`src/rtl/video_stream_switch.sv`:
```
// video_stream_switch: routes one of NUM_SRC latency-matched RGB+sync video streams to a
// single registered output. Source changes are deferred to a frame boundary so that no frame
// is ever torn. Also tracks the output pixel position and can paint a crosshair overlay.
module video_stream_switch #(
  parameter int                  NUM_SRC = 8,
  parameter int                  SEL_W   = 4,
  parameter int                  DATA_W  = 8,
  parameter int                  POS_W   = 12,
  parameter logic [3*DATA_W-1:0] OVL_RGB = 24'hFF0000
) (
  input  logic                      iClk,
  input  logic                      iRst,
  input  logic [NUM_SRC*DATA_W-1:0] iR,
  input  logic [NUM_SRC*DATA_W-1:0] iG,
  input  logic [NUM_SRC*DATA_W-1:0] iB,
  input  logic [NUM_SRC-1:0]        iHSync,
  input  logic [NUM_SRC-1:0]        iVSync,
  input  logic [NUM_SRC-1:0]        iLineValid,
  input  logic [NUM_SRC-1:0]        iFrameValid,
  input  logic [SEL_W-1:0]          iSel,
  input  logic                      iOvlEn,
  input  logic [POS_W-1:0]          iXMark,
  input  logic [POS_W-1:0]          iYMark,
  output logic [DATA_W-1:0]         oR,
  output logic [DATA_W-1:0]         oG,
  output logic [DATA_W-1:0]         oB,
  output logic                      oHSync,
  output logic                      oVSync,
  output logic                      oLineValid,
  output logic                      oFrameValid,
  output logic [POS_W-1:0]          oX,
  output logic [POS_W-1:0]          oY,
  output logic [SEL_W-1:0]          oSelActive,
  output logic                      oPending,
  output logic                      oBadSel
);

  localparam logic [DATA_W-1:0] OVL_R = OVL_RGB[2*DATA_W +: DATA_W];
  localparam logic [DATA_W-1:0] OVL_G = OVL_RGB[DATA_W +: DATA_W];
  localparam logic [DATA_W-1:0] OVL_B = OVL_RGB[0 +: DATA_W];

  typedef enum logic {RUN, PENDING} state_t;

  state_t             state;
  logic [SEL_W-1:0]   sel_active;
  logic [SEL_W-1:0]   sel_req;
  logic               sel_bad;
  logic               sel_cancel;
  logic               do_switch;

  logic [DATA_W-1:0]  r_p0, g_p0, b_p0;
  logic               hs_p0, vs_p0, lv_p0, fv_p0, vld_p0;
  logic               fv_req;
  logic               ovl_hit;

  logic [POS_W-1:0]   x_cnt, y_cnt;
  logic               prev_lv;

  // Position counters stop at full scale instead of wrapping back to zero.
  function automatic logic [POS_W-1:0] sat_inc(input logic [POS_W-1:0] v);
    return (v == {POS_W{1'b1}}) ? v : v + POS_W'(1);
  endfunction

  assign sel_bad    = (int'(iSel) >= NUM_SRC);
  assign sel_cancel = (state == PENDING) && !sel_bad && (iSel == sel_active);
  // Both the old and the requested source must be between frames at the same time.
  assign do_switch  = (state == PENDING) && !sel_cancel && !fv_p0 && !fv_req;
  assign oSelActive = sel_active;

  // ---- stage p0: combinational source mux, blanking of invalid pixels, overlay decision
  // Select the active source's pixel/syncs and the requested source's FrameValid.
  always_comb begin
    r_p0   = '0;
    g_p0   = '0;
    b_p0   = '0;
    hs_p0  = 1'b0;
    vs_p0  = 1'b0;
    lv_p0  = 1'b0;
    fv_p0  = 1'b0;
    fv_req = 1'b0;
    for (int k = 0; k < NUM_SRC; k++) begin
      if (sel_active == SEL_W'(k)) begin
        r_p0  = iR[k*DATA_W +: DATA_W];
        g_p0  = iG[k*DATA_W +: DATA_W];
        b_p0  = iB[k*DATA_W +: DATA_W];
        hs_p0 = iHSync[k];
        vs_p0 = iVSync[k];
        lv_p0 = iLineValid[k];
        fv_p0 = iFrameValid[k];
      end
      if (sel_req == SEL_W'(k)) begin
        fv_req = iFrameValid[k];
      end
    end
    vld_p0 = lv_p0 & fv_p0;
    if (!vld_p0) begin
      r_p0 = '0;
      g_p0 = '0;
      b_p0 = '0;
    end
  end

  assign ovl_hit = iOvlEn & vld_p0 & ((x_cnt == iXMark) | (y_cnt == iYMark));

  // Source-selection FSM: requests wait in PENDING until a common frame boundary.
  always_ff @(posedge iClk or posedge iRst) begin
    if (iRst) begin
      state      <= RUN;
      sel_active <= '0;
      sel_req    <= '0;
      oPending   <= 1'b0;
      oBadSel    <= 1'b0;
    end else begin
      oBadSel <= sel_bad;
      case (state)
        RUN: begin
          if (!sel_bad && (iSel != sel_active)) begin
            sel_req  <= iSel;
            state    <= PENDING;
            oPending <= 1'b1;
          end
        end
        PENDING: begin
          if (sel_cancel) begin
            state    <= RUN;
            oPending <= 1'b0;
          end else if (do_switch) begin
            sel_active <= sel_req;
            state      <= RUN;
            oPending   <= 1'b0;
          end else if (!sel_bad) begin
            sel_req <= iSel;
          end
        end
        default: begin
          state    <= RUN;
          oPending <= 1'b0;
        end
      endcase
    end
  end

  // X/Y position of the muxed stream; a switch restarts tracking without a false line edge.
  always_ff @(posedge iClk or posedge iRst) begin
    if (iRst) begin
      x_cnt   <= '0;
      y_cnt   <= '0;
      prev_lv <= 1'b0;
    end else if (do_switch) begin
      x_cnt   <= '0;
      y_cnt   <= '0;
      prev_lv <= 1'b0;
    end else begin
      prev_lv <= lv_p0;
      if (!lv_p0)      x_cnt <= '0;
      else if (vld_p0) x_cnt <= sat_inc(x_cnt);
      if (!fv_p0)                y_cnt <= '0;
      else if (prev_lv && !lv_p0) y_cnt <= sat_inc(y_cnt);
    end
  end

  // ---- stage p0 -> output register: pixel, syncs and its position leave together
  // Output register; overlay colour replaces valid pixels on the crosshair.
  always_ff @(posedge iClk or posedge iRst) begin
    if (iRst) begin
      oR          <= '0;
      oG          <= '0;
      oB          <= '0;
      oHSync      <= 1'b0;
      oVSync      <= 1'b0;
      oLineValid  <= 1'b0;
      oFrameValid <= 1'b0;
      oX          <= '0;
      oY          <= '0;
    end else begin
      if (ovl_hit) begin
        oR <= OVL_R;
        oG <= OVL_G;
        oB <= OVL_B;
      end else begin
        oR <= r_p0;
        oG <= g_p0;
        oB <= b_p0;
      end
      oHSync      <= hs_p0;
      oVSync      <= vs_p0;
      oLineValid  <= lv_p0;
      oFrameValid <= fv_p0;
      oX          <= x_cnt;
      oY          <= y_cnt;
    end
  end

endmodule

```
`config.mk`:
```
export PLATFORM = sky130hd
export DESIGN_NAME = video_stream_switch
export DESIGN_NICKNAME = d
export VERILOG_FILES = /design/src/rtl/video_stream_switch.sv
export SDC_FILE = /design/constraint.sdc
export NUM_CORES = 1
export LEC_CHECK = 0
export ABC_AREA = 1
export BUFFER_PORTS_ARGS = -buffer_cell sky130_fd_sc_hd__buf_2
export CAP_MARGIN = 20
export CORE_ASPECT_RATIO = 1.75
export CORE_MARGIN = 3
export CORE_UTILIZATION = 25
export DETAILED_ROUTE_END_ITERATION = 10
export PLACE_DENSITY_LB_ADDON = 0.3
export SYNTH_ARGS = -nofsm -noshare
export SYNTH_HDL_FRONTEND = slang
export SYNTH_SLANG_ARGS = --single-unit
```
`constraint.sdc`:
```
create_clock -name iClk -period 3.3 [get_ports iClk]
set_input_delay 0 -clock iClk [delete_from_list [all_inputs] [get_ports iClk]]
set_output_delay 0 -clock iClk [all_outputs]
set_load 0.1 [all_outputs]
```
==> reports/summary.txt <==
synth top area cells = dfrtp_1 (40%), nand2_1 (17%), xor2_1 (5.1%)
first-pass GRT wire length = 36.9 mm
final cycle utilization of the critical path = 89.9%
max incr delay on CP = 0.55 ns
reg-to-reg slack, setup = 0.33 ns
VDD IR-drop max = 0.323 mV
max cap viols = 0
IO Pins = 313
drt wl/cell = 17.4 um
Area Growth Syn to Fin = 47.1%
internal power = 2.80 mW
Placed Area = 7310 um2
clock root buffer = clkbuf_16
area share of the largest cell type after synthesis = 40.4%
hold path startpoint = iR[60]
H-tree Lvls = 3
Rows = 70
syn_nets = 1011
Net Switching = 3.31 mW
CP delay by family, top = buffers and inverters
drt total wl = 24.2 mm
die outline height = 201 um
CTS tree = done
Syn Area/Cell = 7.24 um2
Critical R2R Launch = oSelActive[3]$_DFFE_PP0P_
total grt overflow = 0
pre-CTS setup slack = 0.640 ns
Cells after Synth = 754
PortBufs = 312
final RePlAce weighted congestion = 0.976
DRT iter0 DRCs = 257
count of state elements after synthesis = 88
CTS Buf Count = 9
DRC Markers = 0
vias per inst = 4.61
Unique masters post-synth = 35
Slew Viols, Final = 0
cell breakdown of the critical path = nor2_4 -> inv_2 -> nor2_4 -> buf_6 -> a21oi_1 -> nand3_2 -> nand2_4 -> inv_2 -> nand2_4 -> inv_2 -> nand2_2 -> a21oi_1 -> dlygate4sd3_1
DP HPWL = 19.8 mm
DR vias = 6400
Crit Path Max Fanout = 28
Clock Tree Buf Depth = 2
skew final = 0.00989 ns
number of flops mapped to enable cells by yosys = 0
Seq/Total Area, Yosys = 40.4%
Hold Crit Depth = 5
kind of critical path = register to register
Comb pwr share = 60.9%
Clock Power Share = 16.8%
area leader, netlist = dfrtp_1
Final Critical Period = 2.97 ns
Starting Density = 25.7%
core area = 21200 um2
Critical path buffers and inverters = 5
Fin. Hold Viols = 0
status = completed
power per cell area = 762 nW/um2
depth of the most critical reg-to-reg path = 13
Crit Reg-Reg Endpoint = oG[2]$_DFF_PP0_
CP max stage cell = dlygate4sd3_1
Die Wd = 118 um
crit start category = register
CTS clock-pin slew for the worst setup and hold paths = 0.07 ns
layout cells sized above 1 = 34.5%
TritonRoute pass-1 iters = 5
hold endpoint = oR[4]$_DFF_PP0_
Clock Latency Late Sink = 0.35 ns
NumNets Final = 1351
Warnings, synthesis = 0
Required @ worst endpoint = 3.59 ns
die area = 23700 um2
antenna violations before repair = 2
vias in the first global route = 6694
ys async rst share = 100%
post-layout instance area = 8020 um2
RSZ-0062 raised after global routing = false
Worst slew margin = 39.3%
Fin Setup TNS = 0 ns
Arrival @ worst endpoint = 3.25 ns
largest net degree at the start of global routing = 81
Clock Sinks = 88
GRT Overall Usage = 20.1%
Hold WC Path Type = input pin to register
crit end category = register
endpoints failing setup = 0
maximum clock frequency = 337 MHz
Leak = 4.28 nW
switching portion of total power = 54.1%
sequential share of power = 22.3%
Top FF cell, synth = dfrtp_1
Antenna Nets Post-Route = 0
Power Total = 6.11 mW
final worst slack = 0.332 ns
cell area after synthesis = 5460 um2
Worst-Margin Slew = 0.910 ns
CP dominant cell by count = inv_2
-- timing repair --
item | CTS | global route
hold endpoints to repair | 107 | 0
hold buffers | 36 | 0
resized for setup | 0 | 6
buffers inserted | 0 | 1
setup endpoints to repair | 0 | 4
-- stage by stage --
| stage | std cells | utilization [%] | hold slack [ns] |
|---|---|---|---|
| final | 1389 | 37.9 | 0.00220 |
| after global routing | 1389 | 37.9 | 0.0259 |
| after CTS | 1384 | 37.6 | 0.00137 |
| after detailed placement | 1332 | 34.5 | 0.182 |
| after global placement | 1332 | 34.5 | 0.181 |
| after floorplan | 754 | - | 0.0976 |
-- synth_stat cells, types with 2 or more instances --
library cell  instances
nor4_1                8
nand2_4               2
nand4_1              24
nor2_4                2
buf_4                 3
a221oi_1             19
nand2_1             251
ha_1                  2
xor2_1               32
buf_2                 5
o21ai_0              35
nor2_2                3
xnor2_1               6
nand3_1              53
nand3b_1              8
clkinv_1              5
nand2_2               4
nor2_1               70
nor3_1                7
a22o_1                2
inv_2                 4
or2_2                11
nand3_2               3
inv_1                39
dfrtp_1              88
a21oi_1              39
clkbuf_1             21
-- cell usage in the layout (no fill, tap or decap), drive strengths merged --
master,instances
clkbuf,9
clkinv,8
a221oi,19
diode,2
nand2,257
nor4,9
dlygate4sd3,36
xnor2,6
buf,323
nor3,8
nand4,25
nor2,75
inv,45
clkinvlp,3
o21ai,35
a21oi,39
or2,13
nand3b,9
nand3,56
a22o,2
xor2,32
ha,2
dfrtp,88
-- worst min-delay path: cells and delay by family --
| family | cells | cell delay [ns] |
|---|---|---|
| buffers and inverters | 1 | 0.08 |
| AND/OR/NAND/NOR | 4 | 0.24 |
-- state kept, by name, summed over array words and instances (netlist names) --
name         cells
oB               8
oBadSel          1
oFrameValid      1
oG               8
oHSync           1
oLineValid       1
oPending         1
oR               8
oSelActive       4
oVSync           1
oX              12
oY              12
prev_lv          1
sel_req          4
state            1
x_cnt           12
y_cnt           12
-- power by group through the flow --
stage | sequential (mW) | clock, mW | combinational (mW)
final | 1.36 | 1.03 | 3.72
after global routing | 1.39 | 1.11 | 4.10
after CTS | 1.36 | 1.07 | 3.72
after detailed placement | 1.38 | 0 | 3.60
after global placement | 1.38 | 0 | 3.59
after floorplan | 2.07 | 0 | 1.91
-- cell families after synthesis --
| logic type | synth area share [%] |
|---|---|
| buffers and inverters | 5.92 |
| and+or+nand+nor | 37.0 |
| xor gates and xnor gates | 6.10 |
| DFF | 40.4 |
| adders and majority gates | 0.459 |
| AOI/OAI and AO/OA | 10.2 |
-- per-layer routing --
metal | part of all wire (%) | GRT usage (%)
met3 | 6.3 | 4.11
met4 | 7.1 | 13.9
met2 | 53 | 36.7
met5 | 0 | 0
met1 | 34 | 20.1
-- layout make-up --
class	instances	area, um2
clock inverter	7	73.8
clock buffer	9	225
timing repair inverter	1	5.00
tap	288	360
sequential	88	2200
multi-input combinational	587	2940
fill	2320	13200
inverter	48	190
timing repair buffer	359	2020
antenna	2	5.00
-- worst max-delay path by stage --
stage	start	end	slack, ns	cells after the start
6_report	oSelActive[3]$_DFFE_PP0P_	oG[2]$_DFF_PP0_	0.33	13
3_5_place_dp	oSelActive[0]$_DFFE_PP0P_	oB[7]$_DFF_PP0_	0.64	10
3_3_place_gp	oSelActive[0]$_DFFE_PP0P_	oR[2]$_DFF_PP0_	0.76	10
5_1_grt	oSelActive[3]$_DFFE_PP0P_	oG[2]$_DFF_PP0_	0.01	13
4_1_cts	oSelActive[0]$_DFFE_PP0P_	oG[2]$_DFF_PP0_	0.11	11
2_1_floorplan	oSelActive[1]$_DFFE_PP0P_	x_cnt[6]$_DFFE_PP0P_	0.74	11
Note: power is estimated with default switching activity, not from simulation.
